## config.mk

```make
export PLATFORM = sky130hd
export DESIGN_NAME = dmem_responder
export DESIGN_NICKNAME = d
export VERILOG_FILES = /design/src/rtl/dmem_responder.sv
export SDC_FILE = /design/constraint.sdc
export NUM_CORES = 2
export LEC_CHECK = 0
export ABC_AREA = 1
export BUFFER_PORTS_ARGS = -buffer_cell sky130_fd_sc_hd__buf_4
export CAP_MARGIN = 25
export CORE_ASPECT_RATIO = 1.75
export CORE_UTILIZATION = 35
export DETAILED_ROUTE_END_ITERATION = 10
export PLACE_DENSITY = 0.47
export SETUP_SLACK_MARGIN = 0.4
export SKIP_CTS_REPAIR_TIMING = 1
export SYNTH_ARGS = -nofsm -noshare
export SYNTH_HDL_FRONTEND = slang
export SYNTH_SLANG_ARGS = --single-unit
```

## constraint.sdc

```tcl
create_clock -name clk -period 7.2 [get_ports clk]
set_clock_uncertainty 0.15 [all_clocks]
set_input_delay 0.72 -clock clk [delete_from_list [all_inputs] [get_ports clk]]
set_output_delay 0.72 -clock clk [all_outputs]
set_load 0.02 [all_outputs]
```

## src/rtl/dmem_responder.sv

```systemverilog
// dmem_responder
//
// Bus-target data memory that answers load/store requests from the processor's
// data-memory port over a valid/ready request channel and a valid/ready
// response channel. It behaves like a slow RAM: every accepted request waits
// LATENCY cycles before its response appears. This lets the core's stall
// logic be exercised.
//
// Parameters
//   DEPTH_WORDS  number of 32-bit words stored (power of two)
//   LATENCY      wait cycles between request acceptance and response (0..15)
//   BASE_ADDR    byte address of word 0
//
// Ports
//   clk        rising-edge clock
//   reset      asynchronous, active-high reset
//   req_valid  request present
//   req_ready  responder can accept a request (high only while idle)
//   req_we     1 = store, 0 = load
//   req_addr   byte address
//   req_wdata  store data
//   rsp_valid  response present
//   rsp_ready  requester takes the response
//   rsp_rdata  load data (0 for stores and faulted accesses)
//   rsp_err    access fault
//
// Build option
//   DMEM_ERR_EN  When defined, an access faults if it is misaligned, below
//                BASE_ADDR, or past the last word. A faulted access returns
//                rsp_err=1 and rsp_rdata=0, and it never writes memory.
//                When undefined, rsp_err stays 0, the low address bits are
//                ignored, and the word index wraps modulo DEPTH_WORDS.

module dmem_responder #(
  parameter int          DEPTH_WORDS = 64,
  parameter int          LATENCY     = 2,
  parameter logic [31:0] BASE_ADDR   = 32'h0000_0000
) (
  input  logic        clk,
  input  logic        reset,
  input  logic        req_valid,
  output logic        req_ready,
  input  logic        req_we,
  input  logic [31:0] req_addr,
  input  logic [31:0] req_wdata,
  output logic        rsp_valid,
  input  logic        rsp_ready,
  output logic [31:0] rsp_rdata,
  output logic        rsp_err
);

  localparam int IDX_W = (DEPTH_WORDS > 1) ? $clog2(DEPTH_WORDS) : 1;
  localparam int CNT_W = (LATENCY > 0) ? $clog2(LATENCY + 1) : 1;

  typedef enum logic [1:0] {
    IDLE,
    WAIT,
    RESP
  } stateT;

  stateT             state;
  logic [CNT_W-1:0]  cnt;

  logic              pendWe;
  logic [IDX_W-1:0]  pendIdx;
  logic [31:0]       pendWdata;
  logic              pendFault;

  logic [31:0]       mem [DEPTH_WORDS];

  logic              accept;
  logic [31:0]       reqOffset;
  logic [IDX_W-1:0]  reqIdx;
  logic              reqFault;
  logic              unusedOffset;

  logic              selWe;
  logic [IDX_W-1:0]  selIdx;
  logic [31:0]       selWdata;
  logic              selFault;
  logic              toResp;
  logic              memWe;
  logic [31:0]       respData;

  // req_ready is only high in IDLE, so it alone qualifies the accept edge.
  assign accept    = req_valid & req_ready;
  assign reqOffset = req_addr - BASE_ADDR;
  assign reqIdx    = reqOffset[IDX_W+1:2];

  // Not every offset bit feeds the index. The XOR keeps the whole word
  // visibly consumed in both builds.
  assign unusedOffset = ^reqOffset;

`ifdef DMEM_ERR_EN
  // Misaligned, below the base address, or beyond the last stored word.
  assign reqFault = (req_addr[1:0] != 2'b00) ||
                    (req_addr < BASE_ADDR) ||
                    ((reqOffset >> 2) >= 32'(DEPTH_WORDS));
`else
  assign reqFault = 1'b0;
`endif

  // The transaction that enters RESP on this edge comes from one of two places.
  // With zero latency, it is the request being accepted right now. Otherwise it
  // is the one captured earlier and now finishing its wait.
  always_comb begin
    selWe    = pendWe;
    selIdx   = pendIdx;
    selWdata = pendWdata;
    selFault = pendFault;
    toResp   = 1'b0;
    if (state == IDLE) begin
      selWe    = req_we;
      selIdx   = reqIdx;
      selWdata = req_wdata;
      selFault = reqFault;
      toResp   = accept && (LATENCY == 0);
    end else if (state == WAIT) begin
      toResp = (cnt == '0);
    end
  end

  // The store commits on the edge that enters RESP. Gating with reset means a
  // request that is still pending when reset is asserted never lands in memory.
  assign memWe    = toResp & selWe & ~selFault & ~reset;
  assign respData = (selWe || selFault) ? 32'h0 : mem[selIdx];

  // The storage array has no reset, so its contents survive a reset.
  always_ff @(posedge clk) begin
    if (memWe) begin
      mem[selIdx] <= selWdata;
    end
  end

  // Handshake FSM with registered outputs. The response data and error flag
  // are latched once on entry to RESP. They then stay frozen until the
  // requester takes them.
  always_ff @(posedge clk or posedge reset) begin
    if (reset) begin
      state     <= IDLE;
      cnt       <= '0;
      req_ready <= 1'b1;
      rsp_valid <= 1'b0;
      rsp_rdata <= 32'h0;
      rsp_err   <= 1'b0;
      pendWe    <= 1'b0;
      pendIdx   <= '0;
      pendWdata <= 32'h0;
      pendFault <= 1'b0;
    end else begin
      case (state)
        IDLE: begin
          if (accept) begin
            pendWe    <= req_we;
            pendIdx   <= reqIdx;
            pendWdata <= req_wdata;
            pendFault <= reqFault;
            req_ready <= 1'b0;
            if (LATENCY == 0) begin
              state     <= RESP;
              rsp_valid <= 1'b1;
              rsp_rdata <= respData;
              rsp_err   <= selFault;
            end else begin
              state <= WAIT;
              cnt   <= CNT_W'(LATENCY - 1);
            end
          end
        end
        WAIT: begin
          if (cnt == '0) begin
            state     <= RESP;
            rsp_valid <= 1'b1;
            rsp_rdata <= respData;
            rsp_err   <= selFault;
          end else begin
            cnt <= cnt - 1'b1;
          end
        end
        RESP: begin
          if (rsp_ready) begin
            state     <= IDLE;
            req_ready <= 1'b1;
            rsp_valid <= 1'b0;
            rsp_rdata <= 32'h0;
            rsp_err   <= 1'b0;
          end
        end
        default: begin
          state     <= IDLE;
          req_ready <= 1'b1;
          rsp_valid <= 1'b0;
          rsp_rdata <= 32'h0;
          rsp_err   <= 1'b0;
        end
      endcase
    end
  end

endmodule

```

### After elaboration in Yosys (flattened, before gate mapping)

Memory sizes are Yosys's and may differ from the RTL's.
Cells that the tools add are included.

| operators by class | value |
|---|---|
| $add $sub $neg | 1 |
| multipliers | 0 |
| divide/modulo/power cells | 0 |
| order comparisons | 0 |
| equality and inequality tests | 6 |
| shift operators | 0 |
| multiplexer cells | 25 |
| bitwise logic cells | 6 |
| reduce and logical (&&, ||, !) cells | 8 |

Operator list:

| kind | number |
|---|---|
| 32-bit two-way mux | 4 |
| 32-bit case mux with 3 select lines | 1 |
| 3-bit AND reduction | 4 |
| 1-bit two-way mux | 10 |
| 1-bit case mux with 3 select lines | 3 |
| 2-bit two-way mux | 4 |
| 6-bit two-way mux | 1 |
| 2-bit != test, second input constant | 3 |
| 2-bit case mux with 3 select lines | 1 |
| 2-bit zero test | 2 |
| 2-bit case mux with 2 select lines | 1 |
| 1-bit bitwise AND | 3 |
| 1-bit inverter | 3 |
| 2-bit by 1-bit equality test with 1-bit output, second input constant | 1 |
| 2-bit equality test, second input constant | 1 |
| 2-bit by 1-bit != test with 1-bit output, second input constant | 1 |
| 2-bit AND reduction | 1 |
| 2-bit nonzero test | 1 |
| 2-bit by 1-bit subtractor with 2-bit output, second input constant | 1 |

| word-level totals | value |
|---|---|
| flip-flop bits (word level) | 78 |
| latch bits | 0 |
| RAM bits | 2048 |
| bits in read-only memories | 0 |
| output and inout bits | 35 |
| memories | 1 |

Memory list:

| memory | depth | width | rd ports | clocked after Yosys merged registers in | write ports | line | RTL |
|---|---|---|---|---|---|---|---|
| mem | 64 | 32 | 1 | 0 | 1 | 69 | `logic [31:0] mem [DEPTH_WORDS];` |

### Depth between registers and ports, before layout

| depth | value |
|---|---|
| word-level depth | 7 |
| gate-level depth with buffers | 19 |
| gate-level depth less buffers | 15 |

### Worst setup path after synthesis

OpenSTA, ideal clock, no wires.

| timing path | value |
|---|---|
| path kind | input to register |
| start | input req_addr[7] |
| end | memory mem[53][0] (enable) |
| library setup time | 0.502 ns |
| arrival time | 4.712 ns |
| path slack | 1.836 ns |
| stages | 7 |
| path through | inv_1 > nand2_1 > o21ai_2 > nor3_1 > buf_2 > nand2_1 > nor4_1 |

| between the ends | value |
|---|---|
| cells in the longest elaborated chain, start to end | 1 |

Ends and longest elaborated chain:

| element | line | RTL |
|---|---|---|
| start: declaration | 44 | `input logic [31:0] req_addr,` |
| 6-bit two-way mux | 112 | `if (state == IDLE) begin` |
| end: declaration | 69 |  |

Every way passes these cells.

### Final worst setup path

| timing path | value |
|---|---|
| start | register state[0] |
| end | memory mem[1][18] (enable) |

| between the ends | value |
|---|---|
| cells in the longest elaborated chain, start to end | 7 |
| elaborated cells between the ends (all ways) | 10 |
| classes of those cells | eq/ne: 1; mux: 6; bitwise: 2; reduce/logical: 1 |

Ends and longest elaborated chain:

| element | line | RTL |
|---|---|---|
| start: declaration | 61 | `stateT state;` |
| start signal: assignment | 140 | `state <= IDLE;` |
| start signal: assignment | 160 | `state <= RESP;` |
| start signal: assignment | 165 | `state <= WAIT;` |
| 2-bit by 1-bit equality test with 1-bit output | 118 | `end else if (state == WAIT) begin` |
| 1-bit two-way mux | 118 |  |
| 1-bit two-way mux | 112 |  |
| 1-bit bitwise AND (2 in series) | 125 | `assign memWe = toResp & selWe & ~selFault & ~reset;` |
| 1-bit two-way mux | 130 | `if (memWe) begin` |
| 1-bit two-way mux (implied by the code) | 131 | `mem[selIdx] <= selWdata;` |

Several ways; a longest one is shown, not always the timed one.

==> out/metrics.yaml <==
run_status:
  outcome: "complete, but fails checks"
  violations: "negative hold slack"
final_layout:
  drive_gt1_share_pct: 7.67
  regArea_sq_um: 63400
  fill_cells: 24000
  fin_area_sq_um: 100000
  area_growth_syn_to_layout_pct: 13.3
  multi_input_area_sq_um: 20900
  final_nets: 8365
critical_path:
  crit_path_start_kind: "register"
  worstSetupStartpoint: "state[0]"
  criticalPathCategory: "register to register"
  end_kind: "register"
  crit_slowest_cell: "a2111oi_4"
  crit_fanout: 18
  r2r_slack_ns: 2.33
  timing.rr.start: "state[0]"
  cp_common_cell: "buf_4"
  crit_chain: "inv_1 > nor2_1 > nand2_1 > a2111oi_4 > nand3_1 > buf_4 > nor2_4 > buf_4"
  slowest_delay_ns: 0.99
  crit_arrival_ns: 5.22
  cp.required_ns: 7.55
cts:
  clkSinkCount: 2125
  clkSlewWorstSetupHoldPaths_ns: 0.06
  clockBufferDepth: 4
  numCtsBuffers: 199
  root_buffer: "clkbuf_16"
  h-tree-depth: 4
  clock_latency_ns: 0.87
  cts_tree: "yes"
drt:
  ant_nets: 0
  wl_mm: 283
  drc: 0
  viasPerCell: 4.87
  drtIter0Drc: 4499
  drt_pre_antenna_iters: 6
  vias: 57200
  wl_per_cell_microns: 24.1
yosys:
  synth-edff-count: 2048
  ys_top_cells_by_area: "edfxtp_1, nand2_1, inv_1, nand3_1, dfrtp_1"
  synthXorXnorAreaFrac_pct: 0
  syn_inst: 8244
  synth.area.mux_share_pct: 0
  syn_area_per_cell_sq_um: 10.7
  synth.ff_latch_count: 2125
  yosysUniqueCellTypes: 32
  synth_compound_area_share_pct: 2.05
  yosysWarnings: 0
  synthAdderAreaFrac_pct: 0.0142
  synth_top_area_share_pct: 69.6
  syn-cell-area_sq_um: 88400
  synth_top_family_by_area: "simple AND/OR/NAND/NOR gates"
  synthMostInstantiatedCell: "nand2_1"
  yosys.area_share.simple_pct: 20.5
  yosysSeqAreaShare_pct: 71.7
  synthFlopType: "edfxtp_1"
  synth.top_cells.by_count: "nand2_1, edfxtp_1, inv_1"
  yosysTopAreaCell: "edfxtp_1"
  syn_nets: 8314
  synth-async-reset-ratio_pct: 3.62
die:
  core-area_sq_um: 251000
  initial_core_util_pct: 35.3
  die_w_microns: 382
  die-area_sq_um: 255000
  rows: 243
  die_height_microns: 667
  num_io_pins: 104
min_path:
  worst_hold_startpoint: "req_addr[4]"
  hp-class: "primary input to register"
power_and_ir_drop:
  p_per_area_nw_per_um2: 453
  ir_worst_vdd_mv: 0.350
  p_leak_nw: 39.6
global_route:
  grt.overflow.total: 0
  grt_start_max_net_pins: 191
  grt_pass1_vias: 54900
  antenna_found_initial: 9
  grt_use_total_pct: 22.0
  grt_pass1_wl_mm: 401
place:
  port_buffers: 76
  dp_hpwl_mm: 159
  pre_cts_slack_ns: 1.97
  placed_area_sq_um: 93700
  gp_congestion: 0.818
sta:
  worst_pin_slew_ns: 1.15
  slew_headroom_pct: 23.6
  period_share_pct: 67.6
  worst_slack_ns: 2.33
  period_minus_slack_ns: 4.87
  holdWs_ns: -0.0239
  rsz0062_at_grt: "no"
  hold_violations: 3
  finalMaxSlewViolations: 0
  fin_tns_setup_ns: 0
  clock.fmax_mhz: 205
  setup_violations: 0
run:
  maxCapViolations: 0
## report_power, final
group,internal [mW],total (mW),leakage [nW],switching [mW]
Sequential,16.0,16.2,19.5,0.159
Clock,5.92,10.6,3.06,4.66
Combinational,3.88,18.6,17.0,14.7
## layout by cell type, fill, tap and decap left out, types with 23 or more instances in the layout
cell	count
nor2_4	64
o21ai_4	33
dfrtp_1	76
nand3_1	574
nor2_1	199
clkbuf_16	200
edfxtp_1	2048
nand4_1	120
clkbuf_1	44
a21oi_1	44
clkinv_2	23
clkinv_1	51
inv_1	818
buf_12	23
o21ai_0	257
nand2_1	3522
buf_4	230
## layout make-up
class                           count  share of cell area (%)
Sequential cell                  2125                    63.3
Multi-Input combinational cell   4878                    20.9
Clock buffer                      252                    5.27
Tap cell                         3307                    4.13
Inverter                          826                    3.10
Timing Repair Buffer              265                    2.31
Clock inverter                    104                    1.02
Antenna cell                        4                 0.00999
## flip-flops by register name, indices dropped and copies added (netlist names)
name       count
req_ready      1
mem         2048
state          2
pendWdata     32
cnt            2
pendIdx        6
rsp_rdata     32
rsp_valid      1
pendWe         1
## per-layer routing
layer | up-vias | track usage (%) | wire length, microns
met5 | - | 0 | 0
met4 | 0 | 10.1 | 14400
met3 | 409 | 2.19 | 11400
met2 | 1289 | 39.4 | 145000
met1 | 28400 | 26.4 | 112000
li1 | 27100 | - | -
## stage by stage
| stage | utilization (%) | std cells | power [mW] |
|---|---|---|---|
| floorplan | - | 8244 | 27.1 |
| global placement | 37.4 | 11400 | 35.2 |
| detailed placement | 37.4 | 11400 | 35.3 |
| CTS | 39.9 | 11700 | 45.9 |
| global route | 39.9 | 11800 | 47.6 |
| finish | 40.0 | 11800 | 45.4 |
## critical path, delay by kind of cell (launching register included)
| family | cells | cell delay (ns) |
|---|---|---|
| buffers and inverters | 3 | 1.07 |
| AO/OA/AOI/OAI | 1 | 0.99 |
| flip-flops | 1 | 0.43 |
| AND/OR/NAND/NOR | 4 | 1.88 |
## kinds of logic after synthesis
logic type | count (synthesis)
buf+inv | 1241
compound gates | 353
flops | 2125
simple gates | 4523
fa+ha+maj | 1
other cells | 1
## path summary, 6_finish.rpt
check / end / depth (start not counted)
hold / removal: pendIdx[2] / 3
max in group asynchronous: rsp_rdata[12] / 4
setup reg to reg: mem[1][18] / 8
hold reg to reg: rsp_rdata[3] / 2
min in group asynchronous: pendWdata[2] / 3
setup / recovery: mem[1][18] / 8
(Power assumes the default switching activity.)
